$ cat src/rtl/regfile_wr_sched_pkg.sv
// Shared types and constants for the register-file write-port scheduler.
// wr_req_t is one queued B write: squashed entries still occupy a slot but never write.
package regfile_wr_sched_pkg;

    localparam int AW = 4;
    localparam int DW = 32;
    localparam logic [AW-1:0] REG_PC = 4'hF;

    typedef struct packed {
        logic          valid;
        logic          squashed;
        logic [AW-1:0] wa;
        logic [DW-1:0] wd;
    } wr_req_t;

endpackage

$ cat src/rtl/regfile_wr_fifo.sv
// DEPTH-entry FIFO of B writes with every entry exposed for parallel hazard compare.
// A squash marks matching entries (including the one being pushed) as dead in place.
module regfile_wr_fifo
    import regfile_wr_sched_pkg::*;
#(
    parameter int DEPTH = 4
) (
    input  logic                     clk,
    input  logic                     reset_n,
    input  logic                     push,
    input  logic [AW-1:0]            push_wa,
    input  logic [DW-1:0]            push_wd,
    input  logic                     pop,
    input  logic                     squash_en,
    input  logic [AW-1:0]            squash_wa,
    output wr_req_t                  head,
    output logic [$clog2(DEPTH):0]   count,
    output logic [DEPTH-1:0]         live,
    output logic [AW-1:0]            addr [DEPTH]
);

    localparam int PW = $clog2(DEPTH);

    wr_req_t             ent [DEPTH];
    logic [PW-1:0]       rd_ptr_reg;
    logic [PW-1:0]       wr_ptr_reg;
    logic [PW:0]         count_reg;
    logic                push_squash;

    assign push_squash = squash_en && (push_wa == squash_wa);
    assign head        = ent[rd_ptr_reg];
    assign count       = count_reg;

    generate
        for (genvar gi = 0; gi < DEPTH; gi++) begin : g_entry
            wr_req_t entry_reg;

            // Push and pop never collide on a slot except when full, where the push wins.
            always_ff @(posedge clk or negedge reset_n) begin
                if (!reset_n) begin
                    entry_reg <= '0;
                end else if (push && (wr_ptr_reg == PW'(gi))) begin
                    entry_reg <= '{valid: 1'b1, squashed: push_squash, wa: push_wa, wd: push_wd};
                end else if (pop && (rd_ptr_reg == PW'(gi))) begin
                    entry_reg <= '0;
                end else if (squash_en && entry_reg.valid && (entry_reg.wa == squash_wa)) begin
                    entry_reg.squashed <= 1'b1;
                end
            end

            assign ent[gi]  = entry_reg;
            assign live[gi] = entry_reg.valid & ~entry_reg.squashed;
            assign addr[gi] = entry_reg.wa;
        end
    endgenerate

    always_ff @(posedge clk or negedge reset_n) begin
        if (!reset_n) begin
            rd_ptr_reg <= '0;
            wr_ptr_reg <= '0;
            count_reg  <= '0;
        end else begin
            if (push) wr_ptr_reg <= wr_ptr_reg + 1'b1;
            if (pop)  rd_ptr_reg <= rd_ptr_reg + 1'b1;
            case ({push, pop})
                2'b10:   count_reg <= count_reg + 1'b1;
                2'b01:   count_reg <= count_reg - 1'b1;
                default: count_reg <= count_reg;
            endcase
        end
    end

endmodule

$ cat src/rtl/regfile_wr_sched.sv
// Arbitrates the single regfile write port between the datapath (A) and a queued
// multicycle unit (B), stalling the datapath on read hazards and B starvation.
module regfile_wr_sched
    import regfile_wr_sched_pkg::*;
#(
    parameter int DEPTH    = 4,
    parameter int MAX_WAIT = 8
) (
    input  logic          clk,
    input  logic          reset_n,
    input  logic          a_we,
    input  logic [AW-1:0] a_wa,
    input  logic [DW-1:0] a_wd,
    input  logic          b_valid,
    input  logic [AW-1:0] b_wa,
    input  logic [DW-1:0] b_wd,
    output logic          b_ready,
    input  logic [AW-1:0] ra1,
    input  logic [AW-1:0] ra2,
    input  logic [AW-1:0] ra4,
    output logic          we3,
    output logic [AW-1:0] wa3,
    output logic [DW-1:0] wd3,
    output logic          stall,
    output logic          q_empty
);

    localparam int CW = $clog2(DEPTH) + 1;
    localparam int WW = $clog2(MAX_WAIT) + 1;

    wr_req_t          head;
    logic [CW-1:0]    count;
    logic [DEPTH-1:0] live;
    logic [AW-1:0]    addr [DEPTH];
    logic [WW-1:0]    wait_cnt_reg;
    logic [WW-1:0]    wait_cnt_next;
    logic             a_eff;
    logic             a_pc;
    logic             a_wins;
    logic             pop;
    logic             push;
    logic             squash_en;
    logic             hz;
    logic             starve;

    function automatic logic reads_match(input logic [AW-1:0] wa, input logic [AW-1:0] r1,
                                         input logic [AW-1:0] r2, input logic [AW-1:0] r4);
        return ((r1 != REG_PC) && (r1 == wa)) ||
               ((r2 != REG_PC) && (r2 == wa)) ||
               ((r4 != REG_PC) && (r4 == wa));
    endfunction

    // The offered B write is checked regardless of b_ready: if it hazards, stall forces a
    // pop, which makes room, so it is accepted anyway. This keeps stall free of loops.
    always_comb begin
        hz = 1'b0;
        for (int i = 0; i < DEPTH; i++) begin
            if (live[i] && reads_match(addr[i], ra1, ra2, ra4)) hz = 1'b1;
        end
        if (b_valid && (b_wa != REG_PC) && reads_match(b_wa, ra1, ra2, ra4)) hz = 1'b1;
    end

    assign starve  = (wait_cnt_reg == WW'(MAX_WAIT - 1));
    assign stall   = hz | starve;
    assign q_empty = (count == '0);

    always_comb begin
        a_eff     = a_we & ~stall;
        a_pc      = (a_wa == REG_PC);
        a_wins    = 1'b0;
        pop       = 1'b0;
        we3       = 1'b0;
        wa3       = '0;
        wd3       = '0;
        if (a_eff) begin
            a_wins = 1'b1;
            if (!a_pc) begin
                we3 = 1'b1;
                wa3 = a_wa;
                wd3 = a_wd;
            end
        end else if (head.valid) begin
            pop = 1'b1;
            if (!head.squashed) begin
                we3 = 1'b1;
                wa3 = head.wa;
                wd3 = head.wd;
            end
        end
        squash_en = a_eff & ~a_pc;
        b_ready   = (count < CW'(DEPTH)) | pop;
        push      = b_valid & b_ready & (b_wa != REG_PC);
    end

    always_comb begin
        wait_cnt_next = wait_cnt_reg;
        if (!head.valid || pop) begin
            wait_cnt_next = '0;
        end else if (a_wins && (wait_cnt_reg != '1)) begin
            wait_cnt_next = wait_cnt_reg + 1'b1;
        end
    end

    always_ff @(posedge clk or negedge reset_n) begin
        if (!reset_n) wait_cnt_reg <= '0;
        else          wait_cnt_reg <= wait_cnt_next;
    end

    regfile_wr_fifo #(.DEPTH(DEPTH)) u_fifo (
        .clk       (clk),
        .reset_n   (reset_n),
        .push      (push),
        .push_wa   (b_wa),
        .push_wd   (b_wd),
        .pop       (pop),
        .squash_en (squash_en),
        .squash_wa (a_wa),
        .head      (head),
        .count     (count),
        .live      (live),
        .addr      (addr)
    );

endmodule

$ cat config.mk
export PLATFORM = sky130hd
export DESIGN_NAME = regfile_wr_sched
export DESIGN_NICKNAME = d
export VERILOG_FILES = /design/src/rtl/regfile_wr_sched_pkg.sv /design/src/rtl/regfile_wr_fifo.sv /design/src/rtl/regfile_wr_sched.sv
export SDC_FILE = /design/constraint.sdc
export NUM_CORES = 1
export LEC_CHECK = 0
export CELL_PAD_IN_SITES_DETAIL_PLACEMENT = 1
export CELL_PAD_IN_SITES_GLOBAL_PLACEMENT = 1
export CORE_MARGIN = 8
export CORE_UTILIZATION = 40
export CTS_CLUSTER_DIAMETER = 150
export DETAILED_ROUTE_END_ITERATION = 7
export PLACE_DENSITY_LB_ADDON = 0.1
export SYNTH_ARGS = -nofsm -noshare
export SYNTH_HDL_FRONTEND = slang
export SYNTH_SLANG_ARGS = --single-unit
$ cat constraint.sdc
create_clock -name clk -period 3.2 [get_ports clk]
set_input_delay 0.8 -clock clk [delete_from_list [all_inputs] [get_ports clk]]
set_output_delay 0.8 -clock clk [all_outputs]
set_load 0.005 [all_outputs]
======== After elaboration in Yosys (flattened, before gate mapping) ========
Index checks and enable logic that the tools add are counted.
cells by class
  add/sub/neg operators ................... 5
  order comparisons ....................... 2
  eq/ne operators ......................... 35
  mux-type cells .......................... 46
  bitwise operators ....................... 17
  reduce and logical (&&, ||, !) cells .... 64
operators by type and width
  cell                   count
  $mux W38               6
  $mux W36               4
  $mux W32               4
  $eq A4 B4 Y1           20
  $bmux W38 S2           1
  $logic_and A1 B1 Y1    39
  $mux W1                24
  $mux W4                6
  $ne A4 B4 Y1 const B   5
  $reduce_bool A2 Y1     6
  $reduce_bool A3 Y1     4
  $logic_or A1 B1 Y1     11
  $eq A2 B2 Y1 const B   5
  $and A1 B1 Y1          8
  $eq A2 B1 Y1 const B   3
  $not A1 Y1             6
  $pmux W3 S2            1
  $add A2 B1 Y2 const B  2
  $add A4 B1 Y4 const B  1
  $eq A4 B3 Y1 const B   1
  $eq A4 B4 Y1 const B   1
  $logic_not A2 Y1       2
  $add A3 B1 Y3 const B  1
  $ge A3 B3 Y1 const B   1
  other kinds (6)        7
storage, ports and cells
  bits in registers ....................... 163
  logic and storage cells ................. 189

======== Longest topological paths before layout ========
  depth in word-level cells ............... 19
  gate-level depth with buffers ........... 16
  gate-level depth less buffers ........... 15

======== Modules after synthesis ========
From an unflattened synthesis, not the netlist that was laid out.
unflattened totals
  cells, all modules ...................... 795
  area total of the unflattened synthesis .. 9041.2 sq um
modules (own cells, without submodules)
  module            instances  cells each  area an instance (sq um)  sequential area each (sq um)
  regfile_wr_fifo   1          511         7153.1                    3978.8
  regfile_wr_sched  1          284         1888.1                    100.1

======== Worst setup path after synthesis ========
OpenSTA, ideal clock, no wires.
  path kind ............................... input to output
  from .................................... in ra4[1]
  to ...................................... out wa3[1]
  data arrival time ....................... 2.549 ns
  required time ........................... 2.400 ns
  path slack .............................. -0.149 ns
  cell stages on the path ................. 11
  cells stage by stage .................... buf_4 -> nand3_1 -> and3_1 -> o21ai_1 -> and4_4 -> nand3_4 -> nor3_2 -> buf_2 -> buf_2 -> nand2_1 -> o21ai_0
on the way
  longest elaborated chain between the ends .. 13
  elaborated cells between the ends (all ways) .. 30
ends and longest elaborated chain
  item                                          RTL line                text
  from (decl)                                   regfile_wr_sched.sv:20  input logic [AW-1:0] ra4,
  $ne A4 B4 Y1 or $eq A4 B4 Y1 (tied branches)  regfile_wr_sched.sv:50  ((r4 != REG_PC) && (r4 == wa));
  $logic_and A1 B1 Y1                           regfile_wr_sched.sv:50
  $logic_or A1 B1 Y1                            regfile_wr_sched.sv:49  ((r2 != REG_PC) && (r2 == wa)) ||
  $logic_and A1 B1 Y1                           regfile_wr_sched.sv:58  if (live[i] && reads_match(addr[i], ra1, ra2, ra4)) hz = 1'b1;
  $mux W1 (4 in a row)                          regfile_wr_sched.sv:58
  $mux W1 *                                     regfile_wr_sched.sv:60  if (b_valid && (b_wa != REG_PC) && reads_match(b_wa, ra1, ra2, ra4)) hz = 1'b1;
  $or A1 B1 Y1 *                                regfile_wr_sched.sv:64  assign stall = hz | starve;
  $not A1 Y1 *                                  regfile_wr_sched.sv:68  a_eff = a_we & ~stall;
  $and A1 B1 Y1 *                               regfile_wr_sched.sv:68
  $mux W4 *                                     regfile_wr_sched.sv:75  if (a_eff) begin
  to (decl)                                     regfile_wr_sched.sv:22  output logic [AW-1:0] wa3,
Mark *: on every way between the ends. The rest lies on a longest branch, timed or not.

======== Final worst setup path ========
  from .................................... in ra2[2]
  to ...................................... out wa3[2]
on the way
  longest elaborated chain between the ends .. 14
  elaborated cells between the ends (all ways) .. 35
ends and longest elaborated chain
  item                                          RTL line                text
  from (decl)                                   regfile_wr_sched.sv:19  input logic [AW-1:0] ra2,
  $ne A4 B4 Y1 or $eq A4 B4 Y1 (tied branches)  regfile_wr_sched.sv:49
  $logic_and A1 B1 Y1                           regfile_wr_sched.sv:49
  $logic_or A1 B1 Y1                            regfile_wr_sched.sv:48  return ((r1 != REG_PC) && (r1 == wa)) ||
  $logic_or A1 B1 Y1                            regfile_wr_sched.sv:49
  $logic_and A1 B1 Y1                           regfile_wr_sched.sv:58
  $mux W1 (4 in a row)                          regfile_wr_sched.sv:58
  $mux W1 *                                     regfile_wr_sched.sv:60
  $or A1 B1 Y1 *                                regfile_wr_sched.sv:64
  $not A1 Y1 *                                  regfile_wr_sched.sv:68
  $and A1 B1 Y1 *                               regfile_wr_sched.sv:68
  $mux W4 *                                     regfile_wr_sched.sv:75
Marked as above.

==> key figures <==
GRT
  • Pin count of the biggest net entering global routing: 66
  • Initial antenna violation count: 0
  • Vias in the first global route: 8,490
  • Tot GR Track Use: 0.245
  • Total congestion overflow: 0
  • Global-route wire length before repair: 50,500 microns

Clock network
  • CTS buffer count: 17
  • Htree depth: 4
  • Clock tree buffer depth: 2
  • CTS clk-pin slew, worst paths: 0.07 ns
  • CTS tree: done
  • Clk sinks: 163
  • Clk Tree Root Cell: clkbuf_16
  • Hold buffer count at cts: 0
  • Worst skew pair latency: 0.44 ns

Die
  • Die H: 165 microns
  • Die ar.: 0.0273 sq mm
  • FP Rows: 54
  • Chip Width: 165 microns
  • Core area: 0.0218 sq mm
  • Starting Density: 0.408
  • Total I/O pin count: 128

Drt
  • Vias: 7,387
  • Number of remaining DRC errors: 0
  • Final wirelength: 32,700 microns
  • Vias per cell: 5.83
  • Starting DRC count in detailed routing: 396
  • Drt wl/cell: 25.8 microns
  • Post-detailed-route count of antenna-violating nets: 0
  • Drt pass-1 iters: 5

Cells and area
  • Syn-to-layout area delta: 42.0%
  • Max reg flops: 136
  • Fin area: 0.0126 sq mm
  • Post-layout util: 0.579
  • Fill cells: 2,214
  • Final nets: 1,072
  • Diodes inserted: 0
  • Layout cells sized above 1: 0.415

Run
  • MaxCap Viol Count: 0

Status
  • Failing checks: setup timing
  • Outcome: finished, violations left

Pwr
  • Total Power: 13.3 mW
  • Sequential power share: 0.267
  • NetSw: 5.49 mW
  • LEAKAGE: 5.93 nW
  • Net Sw Frac: 0.413
  • Logic pwr share: 0.580
  • VDD IR max: 0.500 mV
  • Clk network pwr share: 0.153
  • Int Power: 7.82 mW
  • Pwr/cell area: 1050 mW/mm^2

Timing
  • Fmax: 277 MHz
  • Final Setup Violations: 38
  • Final Hold Violating Endpoints: 0
  • Tmin final: 3.61 ns
  • Final Cycle Share: 1.13
  • Worst slew pin tran: 0.703 ns
  • Slew Limit Fails: 0
  • Clk_skew: 0.0164 ns
  • Final worst slack: -0.408 ns
  • RSZ-0062 raised after global routing: true
  • Slew headroom: 0.532

Yosys
  • Sequential share of the synthesized area: 0.458
  • Area leader, netlist: dfrtp_1
  • Ys async rst share: 1.00
  • Synth Cell Area: 0.00890 sq mm
  • Synth Net Count: 869
  • Synth Flop Type: dfrtp_1
  • Post-synth top cells: dfrtp_1 (163), a22o_1 (152), xor2_1 (56)
  • Top-area cell type share of the netlist area: 0.458
  • Post-Synthesis Cells: 770
  • Avg Inst Size Synth: 11.6 sq um
  • Yosys warnings: 0
  • #FFs+latches synth: 163
  • Most frequent cell after synthesis: dfrtp_1
  • Number of enable flip-flop cells after synthesis: 0
  • Top cells by area, synth: dfrtp_1 (46%), a22o_1 (15%), mux4_2 (9.6%), xor2_1 (5.5%), buf_2 (2.4%)
  • Unique masters post-synth: 42

Setup path
  • Critical Path Fanout Max: 6
  • CP startpoint kind: primary input
  • Setup Crit Path Kind: primary input to output pin
  • Worst Path Required: 2.40 ns
  • R2R Setup Slk: 0.12 ns
  • Critical path endpoint category: output pin
  • Worst path arrival time: 2.81 ns

Placed design
  • DP Wirelength: 21,000 microns
  • PortBufs: 127
  • GP Congestion: 0.898
  • Placed cell area: 0.0112 sq mm

Min path
  • Hold Path Class: primary input to async pin
==> per-stage QoR <==
stage	TNS (ns)	hold slack, ns	instances	setup WS, ns
4_1_cts	-15.37	0.284	1263	-0.440
6_report	-12.12	0.274	1266	-0.408
3_5_place_dp	-124.05	0.477	1205	-1.42
2_1_floorplan	-0.0712	0.461	770	-0.00684
5_1_grt	-16.53	0.297	1266	-0.519
3_3_place_gp	-118.77	0.477	1205	-1.36
==> per-layer routing <==
| metal | track usage | vias to the layer above | routed length (microns) |
|---|---|---|---|
| met2 | 0.414 | 227 | 16500 |
| li1 | - | 3199 | - |
| met3 | 0.0387 | 45 | 1570 |
| met4 | 0.0868 | 0 | 658 |
| met5 | 0 | - | 0 |
| met1 | 0.314 | 3916 | 14000 |
==> power groups by stage <==
stage / Combinational (mW) / Sequential [mW] / Clock (mW)
2_1_floorplan: 4.23 / 3.17 / 0
3_3_place_gp: 6.52 / 3.46 / 0
3_5_place_dp: 6.68 / 3.52 / 0
4_1_cts: 7.40 / 3.52 / 2.07
5_1_grt: 8.23 / 3.63 / 2.15
6_report: 7.72 / 3.55 / 2.04
==> final timing paths <==
kind	start	to	depth (start not counted)
worst min-delay path	reset_n	u_fifo.count[0]	1
min in group clk	u_fifo.ent[47]	u_fifo.ent[47]	1
worst max-delay path	ra2[2]	wa3[2]	13
worst min register to register	u_fifo.ent[47]	u_fifo.ent[47]	1
max in group asynchronous	reset_n	u_fifo.addr[14]	2
worst max register to register	u_fifo.addr[3]	u_fifo.count[2]	17
==> worst max-delay path, stage by stage <==
cell and delay, ns:
buf_12 0.11, buf_6 0.11, xor2_2 0.17, nor4_2 0.20, o21ai_1 0.13, and4_4 0.23, nand3_4 0.08, o21ai_4 0.08
or2_4 0.28, buf_12 0.16, buf_16 0.15, o21ai_4 0.15, buf_2 0.14
==> final cells by class <==
| type | instances | area [sq um] | share of cell area |
|---|---|---|---|
| clock inverter | 15 | 159 | 0.0126 |
| tap | 280 | 350 | 0.0277 |
| multi-input combinational | 473 | 4810 | 0.381 |
| inverter | 47 | 176 | 0.0140 |
| timing repair buffer | 271 | 2620 | 0.208 |
| clock buffer | 17 | 425 | 0.0337 |
| sequential | 163 | 4100 | 0.324 |
==> timing repair <==
item                       in CTS  in global routing
setup endpoints to repair     183                 41
setup buffers                  21                  9
cloned                          6                  1
pin swaps                      56                 25
gates resized for setup       352                 66
==> kinds of logic (layout without fill, tap and decap cells) <==
kind of cell               after synthesis  count (layout)  synth area share
AOI/OAI and AO/OA                      229             229             0.204
DFF                                    163             163             0.458
buffers and inverters                  134             350            0.0818
and+or+nand+nor                        114             114            0.0631
xor gates and xnor gates                78              78            0.0767
muxes                                   41              41            0.0998
adders and majority gates               11              11            0.0163
==> placed cells by master, fill, tap and decap left out, types with 5 or more instances in the layout <==
| master | instances |
|---|---|
| a22o_1 | 148 |
| a31oi_1 | 7 |
| buf_12 | 22 |
| buf_16 | 6 |
| buf_2 | 42 |
| buf_4 | 99 |
| buf_6 | 24 |
| clkbuf_16 | 18 |
| clkdlybuf4s50_1 | 71 |
| dfrtp_1 | 152 |
| dfrtp_2 | 10 |
| ha_1 | 9 |
| inv_1 | 45 |
| mux4_2 | 38 |
| nand2_1 | 18 |
| nand2_2 | 8 |
| nand2_4 | 25 |
| nor2_1 | 18 |
| nor3_1 | 7 |
| nor4_2 | 5 |
| o21ai_1 | 7 |
| o21ai_2 | 36 |
| xnor2_1 | 21 |
| xor2_1 | 44 |
| xor2_2 | 10 |
Note: power is estimated with default switching activity, not from simulation.
